==> config.mk <==
export PLATFORM = sky130hd
export DESIGN_NAME = fft8_p2s_unload_flat
export DESIGN_NICKNAME = d
export VERILOG_FILES = /design/src/rtl/fft8_p2s_unload_if.sv /design/src/rtl/fft8_p2s_unload.sv /design/src/flat_wrapper.sv
export SDC_FILE = /design/constraint.sdc
export NUM_CORES = 1
export LEC_CHECK = 0
export ABC_AREA = 1
export CORE_MARGIN = 5
export CORE_UTILIZATION = 37
export CTS_BUF_LIST = sky130_fd_sc_hd__clkbuf_8 sky130_fd_sc_hd__clkbuf_16
export DETAILED_ROUTE_END_ITERATION = 6
export GPL_ROUTABILITY_DRIVEN = 0
export GPL_TIMING_DRIVEN = 0
export PLACE_DENSITY = 0.56
export SETUP_SLACK_MARGIN = 0.2
export SLEW_MARGIN = 20
export SYNTH_ARGS = -nofsm -noshare
export SYNTH_HDL_FRONTEND = slang
export SYNTH_SLANG_ARGS = --single-unit
==> constraint.sdc <==
create_clock -name i_clock -period 19.78 [get_ports i_clock]
set_clock_uncertainty 0.15 [all_clocks]
set_input_delay 3.956 -clock i_clock [delete_from_list [all_inputs] [get_ports i_clock]]
set_output_delay 3.956 -clock i_clock [all_outputs]
set_load 0.01 [all_outputs]
==> src/rtl/fft8_p2s_unload_if.sv <==
// rtl/fft8_p2s_unload_if.sv - frame input and serial sample output bundle of the FFT unloader
//
// Frame side: eight complex lanes i_data{0..7}_{r,i} with i_valid/o_ready.
// Sample side: o_data_r/o_data_i/o_index/o_last with o_valid/i_ready.
// Signal prefixes are from the unloader's point of view.
// slave  : the unloader itself
// master : the producer/consumer environment around it
// NB_INPUT/NB_OUTPUT must match the parameters of the unloader instance.
interface fft8_p2s_unload_if #(
    parameter int NB_INPUT  = 12,
    parameter int NB_OUTPUT = 10
);
    logic signed [NB_INPUT-1:0]  i_data0_r, i_data1_r, i_data2_r, i_data3_r;
    logic signed [NB_INPUT-1:0]  i_data4_r, i_data5_r, i_data6_r, i_data7_r;
    logic signed [NB_INPUT-1:0]  i_data0_i, i_data1_i, i_data2_i, i_data3_i;
    logic signed [NB_INPUT-1:0]  i_data4_i, i_data5_i, i_data6_i, i_data7_i;
    logic                        i_valid;
    logic                        o_ready;
    logic signed [NB_OUTPUT-1:0] o_data_r;
    logic signed [NB_OUTPUT-1:0] o_data_i;
    logic [2:0]                  o_index;
    logic                        o_last;
    logic                        o_valid;
    logic                        i_ready;

    modport slave (
        input  i_data0_r, i_data1_r, i_data2_r, i_data3_r,
        input  i_data4_r, i_data5_r, i_data6_r, i_data7_r,
        input  i_data0_i, i_data1_i, i_data2_i, i_data3_i,
        input  i_data4_i, i_data5_i, i_data6_i, i_data7_i,
        input  i_valid, i_ready,
        output o_ready, o_data_r, o_data_i, o_index, o_last, o_valid
    );

    modport master (
        output i_data0_r, i_data1_r, i_data2_r, i_data3_r,
        output i_data4_r, i_data5_r, i_data6_r, i_data7_r,
        output i_data0_i, i_data1_i, i_data2_i, i_data3_i,
        output i_data4_i, i_data5_i, i_data6_i, i_data7_i,
        output i_valid, i_ready,
        input  o_ready, o_data_r, o_data_i, o_index, o_last, o_valid
    );
endinterface

==> src/rtl/fft8_p2s_unload.sv <==
// rtl/fft8_p2s_unload.sv - double-buffered parallel-to-serial unloader for the 8-point FFT
//
// Captures a frame of eight complex lanes in one cycle, then streams it out one
// sample per cycle in natural frequency order, rounded and saturated.
// Ports:
//   i_clock : system clock, all state on the rising edge
//   i_reset : synchronous active-high reset of the control state
//   bus     : fft8_p2s_unload_if.slave (frame in, sample stream out)
// Parameters:
//   NB_INPUT  : signed lane width
//   NB_OUTPUT : signed output width (NB_OUTPUT <= NB_INPUT + 1)
//   SHIFT     : rounding right-shift before saturation (0..NB_INPUT-1)
//   BIT_REV   : 1 = lanes arrive in bit-reversed order, 0 = natural order
module fft8_p2s_unload #(
    parameter int NB_INPUT  = 12,
    parameter int NB_OUTPUT = 10,
    parameter int SHIFT     = 2,
    parameter int BIT_REV   = 1
) (
    input  logic                    i_clock,
    input  logic                    i_reset,
    fft8_p2s_unload_if.slave        bus
);

    // Saturation bounds and the half-LSB rounding constant, all at the
    // one-bit-wider intermediate width so the rounding add cannot overflow.
    localparam logic signed [NB_INPUT:0] OUT_MAX =
        {{(NB_INPUT + 2 - NB_OUTPUT){1'b0}}, {(NB_OUTPUT - 1){1'b1}}};
    localparam logic signed [NB_INPUT:0] OUT_MIN =
        {{(NB_INPUT + 2 - NB_OUTPUT){1'b1}}, {(NB_OUTPUT - 1){1'b0}}};
    // (1 << SHIFT) >> 1 is 2^(SHIFT-1) for SHIFT > 0 and 0 for SHIFT == 0,
    // so a single expression covers both cases.
    localparam logic signed [NB_INPUT:0] RND = (NB_INPUT + 1)'((1 << SHIFT) >> 1);

    // Fill level of the two banks; EMPTY/ONE/FULL is the frame count.
    typedef enum logic [1:0] {
        EMPTY = 2'd0,
        ONE   = 2'd1,
        FULL  = 2'd2
    } fill_e;

    fill_e      state, state_nxt;
    logic [2:0] rd_cnt, rd_cnt_nxt;
    logic       wr_bank, wr_bank_nxt;
    logic       rd_bank, rd_bank_nxt;

    logic signed [NB_INPUT-1:0] lane_r [8];
    logic signed [NB_INPUT-1:0] lane_i [8];
    logic signed [NB_INPUT-1:0] bank_r [2][8];
    logic signed [NB_INPUT-1:0] bank_i [2][8];

    logic       accept;
    logic       xfer;
    logic       last_xfer;
    logic [2:0] rd_lane;

    function automatic logic signed [NB_OUTPUT-1:0] scale(input logic signed [NB_INPUT-1:0] x);
        logic signed [NB_INPUT:0] t;
        t = ($signed({x[NB_INPUT-1], x}) + RND) >>> SHIFT;
        if (t > OUT_MAX) begin
            return OUT_MAX[NB_OUTPUT-1:0];
        end else if (t < OUT_MIN) begin
            return OUT_MIN[NB_OUTPUT-1:0];
        end
        return t[NB_OUTPUT-1:0];
    endfunction

    always_comb begin
        lane_r[0] = bus.i_data0_r;
        lane_r[1] = bus.i_data1_r;
        lane_r[2] = bus.i_data2_r;
        lane_r[3] = bus.i_data3_r;
        lane_r[4] = bus.i_data4_r;
        lane_r[5] = bus.i_data5_r;
        lane_r[6] = bus.i_data6_r;
        lane_r[7] = bus.i_data7_r;
        lane_i[0] = bus.i_data0_i;
        lane_i[1] = bus.i_data1_i;
        lane_i[2] = bus.i_data2_i;
        lane_i[3] = bus.i_data3_i;
        lane_i[4] = bus.i_data4_i;
        lane_i[5] = bus.i_data5_i;
        lane_i[6] = bus.i_data6_i;
        lane_i[7] = bus.i_data7_i;
    end

    // o_ready is the only output that sees an input combinationally: it is
    // forced low while reset is asserted so no frame is captured then.
    assign bus.o_ready = (state != FULL) && !i_reset;
    assign bus.o_valid = (state != EMPTY);
    assign bus.o_index = rd_cnt;
    assign bus.o_last  = bus.o_valid && (rd_cnt == 3'd7);

    assign accept    = bus.i_valid && bus.o_ready;
    assign xfer      = bus.o_valid && bus.i_ready;
    assign last_xfer = xfer && (rd_cnt == 3'd7);

    // Natural-order index k lives in lane bitrev3(k) when the butterflies
    // emit bit-reversed lanes.
    assign rd_lane = (BIT_REV != 0) ? {rd_cnt[0], rd_cnt[1], rd_cnt[2]} : rd_cnt;

    assign bus.o_data_r = scale(bank_r[rd_bank][rd_lane]);
    assign bus.o_data_i = scale(bank_i[rd_bank][rd_lane]);

    // Frame storage carries no reset; contents are only observed while valid.
    always_ff @(posedge i_clock) begin
        if (accept) begin
            for (int n = 0; n < 8; n++) begin
                bank_r[wr_bank][n] <= lane_r[n];
                bank_i[wr_bank][n] <= lane_i[n];
            end
        end
    end

    always_ff @(posedge i_clock) begin
        if (i_reset) begin
            state   <= EMPTY;
            rd_cnt  <= 3'd0;
            wr_bank <= 1'b0;
            rd_bank <= 1'b0;
        end else begin
            state   <= state_nxt;
            rd_cnt  <= rd_cnt_nxt;
            wr_bank <= wr_bank_nxt;
            rd_bank <= rd_bank_nxt;
        end
    end

    always_comb begin
        state_nxt   = state;
        rd_cnt_nxt  = rd_cnt;
        wr_bank_nxt = wr_bank;
        rd_bank_nxt = rd_bank;

        if (accept) begin
            wr_bank_nxt = ~wr_bank;
        end
        if (xfer) begin
            rd_cnt_nxt = rd_cnt + 3'd1;
        end
        if (last_xfer) begin
            rd_bank_nxt = ~rd_bank;
        end

        // A capture and a frame completion in the same cycle cancel out,
        // which is what keeps the stream gap-free at one frame per 8 cycles.
        case (state)
            EMPTY: begin
                if (accept) begin
                    state_nxt = ONE;
                end
            end
            ONE: begin
                if (accept && !last_xfer) begin
                    state_nxt = FULL;
                end else if (!accept && last_xfer) begin
                    state_nxt = EMPTY;
                end
            end
            FULL: begin
                if (last_xfer) begin
                    state_nxt = ONE;
                end
            end
            default: begin
                state_nxt = EMPTY;
            end
        endcase
    end

endmodule

==> src/flat_wrapper.sv <==
// flat-port wrapper written by rule: the top's interface ports become plain ports
module fft8_p2s_unload_flat 
#(
    parameter int NB_INPUT  = 12,
    parameter int NB_OUTPUT = 10,
    parameter int SHIFT     = 2,
    parameter int BIT_REV   = 1
)
  (i_clock, i_reset, bus_i_data0_r, bus_i_data1_r, bus_i_data2_r, bus_i_data3_r, bus_i_data4_r, bus_i_data5_r, bus_i_data6_r, bus_i_data7_r, bus_i_data0_i, bus_i_data1_i, bus_i_data2_i, bus_i_data3_i, bus_i_data4_i, bus_i_data5_i, bus_i_data6_i, bus_i_data7_i, bus_i_valid, bus_i_ready, bus_o_ready, bus_o_data_r, bus_o_data_i, bus_o_index, bus_o_last, bus_o_valid);
  fft8_p2s_unload_if #(.NB_INPUT(NB_INPUT), .NB_OUTPUT(NB_OUTPUT)) bus_i ();
  input  logic i_clock;
  input  logic i_reset;
  input wire logic [$bits(bus_i.i_data0_r)-1:0] bus_i_data0_r;
  input wire logic [$bits(bus_i.i_data1_r)-1:0] bus_i_data1_r;
  input wire logic [$bits(bus_i.i_data2_r)-1:0] bus_i_data2_r;
  input wire logic [$bits(bus_i.i_data3_r)-1:0] bus_i_data3_r;
  input wire logic [$bits(bus_i.i_data4_r)-1:0] bus_i_data4_r;
  input wire logic [$bits(bus_i.i_data5_r)-1:0] bus_i_data5_r;
  input wire logic [$bits(bus_i.i_data6_r)-1:0] bus_i_data6_r;
  input wire logic [$bits(bus_i.i_data7_r)-1:0] bus_i_data7_r;
  input wire logic [$bits(bus_i.i_data0_i)-1:0] bus_i_data0_i;
  input wire logic [$bits(bus_i.i_data1_i)-1:0] bus_i_data1_i;
  input wire logic [$bits(bus_i.i_data2_i)-1:0] bus_i_data2_i;
  input wire logic [$bits(bus_i.i_data3_i)-1:0] bus_i_data3_i;
  input wire logic [$bits(bus_i.i_data4_i)-1:0] bus_i_data4_i;
  input wire logic [$bits(bus_i.i_data5_i)-1:0] bus_i_data5_i;
  input wire logic [$bits(bus_i.i_data6_i)-1:0] bus_i_data6_i;
  input wire logic [$bits(bus_i.i_data7_i)-1:0] bus_i_data7_i;
  input wire logic [$bits(bus_i.i_valid)-1:0] bus_i_valid;
  input wire logic [$bits(bus_i.i_ready)-1:0] bus_i_ready;
  output wire logic [$bits(bus_i.o_ready)-1:0] bus_o_ready;
  output wire logic [$bits(bus_i.o_data_r)-1:0] bus_o_data_r;
  output wire logic [$bits(bus_i.o_data_i)-1:0] bus_o_data_i;
  output wire logic [$bits(bus_i.o_index)-1:0] bus_o_index;
  output wire logic [$bits(bus_i.o_last)-1:0] bus_o_last;
  output wire logic [$bits(bus_i.o_valid)-1:0] bus_o_valid;
  assign bus_i.i_data0_r = bus_i_data0_r;
  assign bus_i.i_data1_r = bus_i_data1_r;
  assign bus_i.i_data2_r = bus_i_data2_r;
  assign bus_i.i_data3_r = bus_i_data3_r;
  assign bus_i.i_data4_r = bus_i_data4_r;
  assign bus_i.i_data5_r = bus_i_data5_r;
  assign bus_i.i_data6_r = bus_i_data6_r;
  assign bus_i.i_data7_r = bus_i_data7_r;
  assign bus_i.i_data0_i = bus_i_data0_i;
  assign bus_i.i_data1_i = bus_i_data1_i;
  assign bus_i.i_data2_i = bus_i_data2_i;
  assign bus_i.i_data3_i = bus_i_data3_i;
  assign bus_i.i_data4_i = bus_i_data4_i;
  assign bus_i.i_data5_i = bus_i_data5_i;
  assign bus_i.i_data6_i = bus_i_data6_i;
  assign bus_i.i_data7_i = bus_i_data7_i;
  assign bus_i.i_valid = bus_i_valid;
  assign bus_i.i_ready = bus_i_ready;
  assign bus_o_ready = bus_i.o_ready;
  assign bus_o_data_r = bus_i.o_data_r;
  assign bus_o_data_i = bus_i.o_data_i;
  assign bus_o_index = bus_i.o_index;
  assign bus_o_last = bus_i.o_last;
  assign bus_o_valid = bus_i.o_valid;
  fft8_p2s_unload #(.NB_INPUT(NB_INPUT), .NB_OUTPUT(NB_OUTPUT), .SHIFT(SHIFT), .BIT_REV(BIT_REV)) u_core (.i_clock(i_clock), .i_reset(i_reset), .bus(bus_i));
endmodule
# Word level (Yosys, flattened, before mapping)
# Memory sizes are Yosys's and may differ from the RTL's. A register that Yosys moved wholly into a read port is not among the register bits.
# Index checks and enable logic that the tools add are counted.
# word_totals
output_inout_bits,26
mem_count,2
register_bits,7
mem_bits_rw,384
elab_cells,64
inputBits,196
# op_classes
reduce_logical,13
n_bitwise,3
addsub,3
n_lt_le_gt_ge,5
n_eq_ne,7
n_mux,27
# mem_list
name,words,width,rd,rd_ports_with_merged_regs,write_ports,line_no,text
u_core.bank_i,2,96,1,1,1,fft8_p2s_unload.sv:50,logic signed [NB_INPUT-1:0] bank_i [2][8];
u_core.bank_r,2,96,1,1,1,fft8_p2s_unload.sv:49,logic signed [NB_INPUT-1:0] bank_r [2][8];
# op_table
operator,count
$bmux W12 S3,2
$mux W10,6
$mux W12,4
$add A12 B3 Y13 const B,2
$gt A11 B10 Y1 const B,2
$lt A11 B10 Y1 const B,2
$mux W1,10
$mux W2,4
$logic_and A1 B1 Y1,7
$pmux W2 S3,1
$ge A4 B4 Y1 const B,1
$ne A2 B1 Y1 const B,2
$not A3 Y4,1
$add A3 B1 Y3 const B,1
$eq A3 B3 Y1 const B,1
$logic_not A1 Y1,3
$ne A3 B1 Y1 const B,1
$reduce_and A3 Y1,1
$eq A2 B1 Y1 const B,1
$eq A2 B2 Y1 const B,1
$logic_not A2 Y1,1
$ne A2 B2 Y1 const B,1
$not A1 Y1,2
$reduce_bool A2 Y1,1

# Longest topological paths before layout
# logic_depth
depth_word,9
ltp_mapped,19
mapped_depth_nobuf,15

# Worst setup path before layout
# Ideal clock, no wire load.
# synth_timing
path_type,input to register
start,input i_reset
end,memory u_core.bank_i[1][10] in the netlist's numbering (enable)
arrival_ns,11.837
path_buffers,1
setup_slack_ns,7.076
required_ns,18.914
path_stages,4
setup_time_ns,0.716
cell_sequence,clkbuf_1 nor2_1 nand2_1 nor2_1
# synth_via
elab_chain_len,5
# synth_rtl
item,line_no,text
from (decl),flat_wrapper.sv:12,input logic i_reset;
$logic_not A1 Y1,fft8_p2s_unload.sv:89,assign bus.o_ready = (state != FULL) && !i_reset;
$logic_and A1 B1 Y1,fft8_p2s_unload.sv:89,
named net bus_o_ready,flat_wrapper.sv:31,output wire logic [$bits(bus_i.o_ready)-1:0] bus_o_ready;
$logic_and A1 B1 Y1,fft8_p2s_unload.sv:94,assign accept = bus.i_valid && bus.o_ready;
$mux W1,fft8_p2s_unload.sv:107,if (accept) begin
$mux W1 (implied by the code),fft8_p2s_unload.sv:110,bank_i[wr_bank][n] <= lane_i[n];
to (decl),fft8_p2s_unload.sv:50,
# The timed path passes the listed nets, and every way through them passes these cells.

# Final worst setup path
# layout_timing
start,input i_reset
end,output bus_o_ready
# layout_via
elab_chain_len,2
# layout_rtl
item,line_no
$logic_not A1 Y1,fft8_p2s_unload.sv:89
$logic_and A1 B1 Y1,fft8_p2s_unload.sv:89
to (decl),flat_wrapper.sv:31
# No other way between the ends.

==> impl_metrics.json <==
{
  "outcome": "complete, no violations",
  "postRouteAntennaNets": 0,
  "crit_family": "buffers and inverters",
  "root_buffer": "clkbuf_16",
  "fmax_mhz": 111,
  "die-area_sq_mm": 0.0460,
  "portBuffers": 204,
  "syn_nets": 1625,
  "die_x_microns": 214,
  "fin_nets": 1890,
  "routed_via_density": 4.90,
  "crit_fanout": 9,
  "yosys-top-cells-count": "nand2_1 (440), edfxtp_1 (352), nand3_1 (181)",
  "dp_hpwl_mm": 33.5,
  "syn_area_sq_mm": 0.0155,
  "yosysTopAreaCellShare_pct": 68.4,
  "die_y_microns": 214,
  "ys_ff_latch": 360,
  "drt-pass1-iter-count": 5,
  "gr-total-overflow": 0,
  "design_area_sq_mm": 0.0199,
  "ys_types": 34,
  "ys.warnings.count": 0,
  "grt_usage_pct": 19.8,
  "timing.final.crit_share_pct": 45.4,
  "htreeDepth": 2,
  "drv_slew": 0,
  "power_density_mw_per_mm2": 90.2,
  "post_drt_wl_per_cell_microns": 20.8,
  "rows": 74,
  "criticalPathCategory": "in2out",
  "drc": 0,
  "cts_buffers": 40,
  "final_hold_viol_count": 0,
  "p_leak_nw": 7.81,
  "ys_top_cells_by_area": "edfxtp_1 (68%), nand2_1 (11%), nand3_1 (5.9%), inv_1 (3.4%), nor2_1 (2.6%)",
  "cp-end-kind": "output pin",
  "drive_above_1_share_pct": 7.93,
  "hold_buffers": 0,
  "synth_area_per_cell_sq_um": 10.8,
  "crit_path_cell_trace": "clkbuf_1 > nor2_1 > clkdlybuf4s50_1",
  "path_clk_slew_ns": 0.06,
  "grt_pass1_wl_mm": 68.5,
  "fp.coreArea_sq_mm": 0.0411,
  "required_ns": 15.67,
  "clock_latency_ns": 0.54,
  "cts_resized": 0,
  "holdCritPathClass": "reg2reg",
  "dp_slack_ns": 10.79,
  "antenna_found_initial": 2,
  "finalSetupViolCount": 0,
  "synth_edf_count": 352,
  "ys_async_sr_fraction_pct": 0,
  "start_util_pct": 37.6,
  "cts_tree": "done",
  "synth_seq_area_share_pct": 69.4,
  "syn_inst": 1425,
  "synthToLayoutAreaGrowth_pct": 28.5,
  "fin_ws_ns": 10.80,
  "startpoint_type": "primary input",
  "critPathMaxStageDelay_ns": 0.55,
  "drt_iter0_markers": 893,
  "place_area_sq_mm": 0.0187,
  "cts_buffer_depth": 3,
  "yosys.area.top_type": "edfxtp_1",
  "drv_cap": 0,
  "grt_max_degree": 23,
  "cts_setup_buffers": 0,
  "critical_path_buf_inv_count": 2,
  "rsz0062_at_grt": "no",
  "fin_tns_setup_ns": 0,
  "ir_worst_vdd_uv": 50.5,
  "ios": 222,
  "cts.sinks": 360,
  "cp_data_arrival_time_ns": 4.88,
  "maxSlewHeadroom_pct": 36.3,
  "via_count": 11009,
  "post-synth-top-count-cell": "nand2_1",
  "critPathSlowestCell": "clkdlybuf4s50_1",
  "grt_pass1_vias": 11021,
  "ys.flop_type": "edfxtp_1",
  "wirelength_mm": 46.8,
  "finalCriticalPeriod_ns": 8.98,
  "tightest_slew_ns": 0.956
}
[routing by layer]
metal	global-route usage (%)	up-vias	share of wire, %
met5	0	-	0.028
met4	4.49	2	1.7
met2	32.8	336	48
met3	4.74	53	7.1
li1	-	5309	-
met1	26.5	5309	44
[logic make-up after synthesis]
kind of cell | synth area share, %
buf+inv | 6.06
flops | 69.4
xor+xnor | 0.624
fa+ha+maj | 0.324
simple gates | 20.3
compound gates | 3.30
[worst min-delay path, cell delays in order, from the launching register on]
cell and delay (ns):
dfxtp_1 0.30, nand2_1 0.08, a21oi_1 0.06
[layout by cell type, fill, tap and decap left out, types with 3 or more instances in the layout]
cell	n
nand3_1	181
clkbuf_1	18
xnor2_1	8
buf_6	4
xor2_1	3
a21oi_1	4
buf_1	7
ha_1	4
clkinv_2	5
buf_4	11
nor2_4	5
buf_12	5
nand3_2	4
buf_16	14
dfxtp_1	8
clkbuf_16	42
nor2_2	3
clkdlybuf4s50_1	204
clkinv_1	5
nor2_1	104
inv_1	156
nand2_1	440
buf_2	30
edfxtp_1	352
o21ai_0	53
o211ai_1	16
nand2_2	3
o221ai_1	6
[state kept, by name (all words and copies together) (netlist names), named ones only]
name and flops:
u_core.bank_i 176, u_core.bank_r 176, u_core.bus.o_index 3, u_core.state 2, u_core.rd_bank 1, u_core.wr_bank 1
[cell type report]
class | count | area, sq um
antenna | 1 | 2.50
buffer | 72 | 392
clock buffer | 42 | 1050
clock inverter | 26 | 146
fill | 3766 | 21200
inverter | 145 | 544
multi-input combinational | 848 | 3800
sequential | 360 | 10700
tap | 532 | 666
timing repair buffer | 223 | 2530
[final timing paths]
kind | cells past startpoint | from | slack [ns] | endpoint
worst max register to register | 10 | u_core.state[1] | 17.16 | u_core.bank_r[0][7]
worst min register to register | 2 | u_core.rd_bank | 0.34 | u_core.rd_bank
worst max-delay path | 3 | i_reset | 10.80 | bus_o_ready
worst min-delay path | 2 | u_core.rd_bank | 0.34 | u_core.rd_bank
[per-stage QoR]
step	std cells	power [W]	hold slack, ns	utilization, %
floorplan	1425	0.000994	0.311	-
global placement	2161	0.00112	0.319	44.2
detailed placement	2180	0.00112	0.331	45.4
CTS	2248	0.00181	0.340	48.3
global route	2249	0.00186	0.367	48.3
finish	2249	0.00179	0.341	48.3
[report_power, final]
part / internal [W] / switching (W) / total, W
logic: 0.0000973 / 0.000133 / 0.000230
clock network: 0.000394 / 0.000294 / 0.000688
registers: 0.000867 / 0.00000647 / 0.000873
Note: power is estimated with default switching activity, not from simulation.
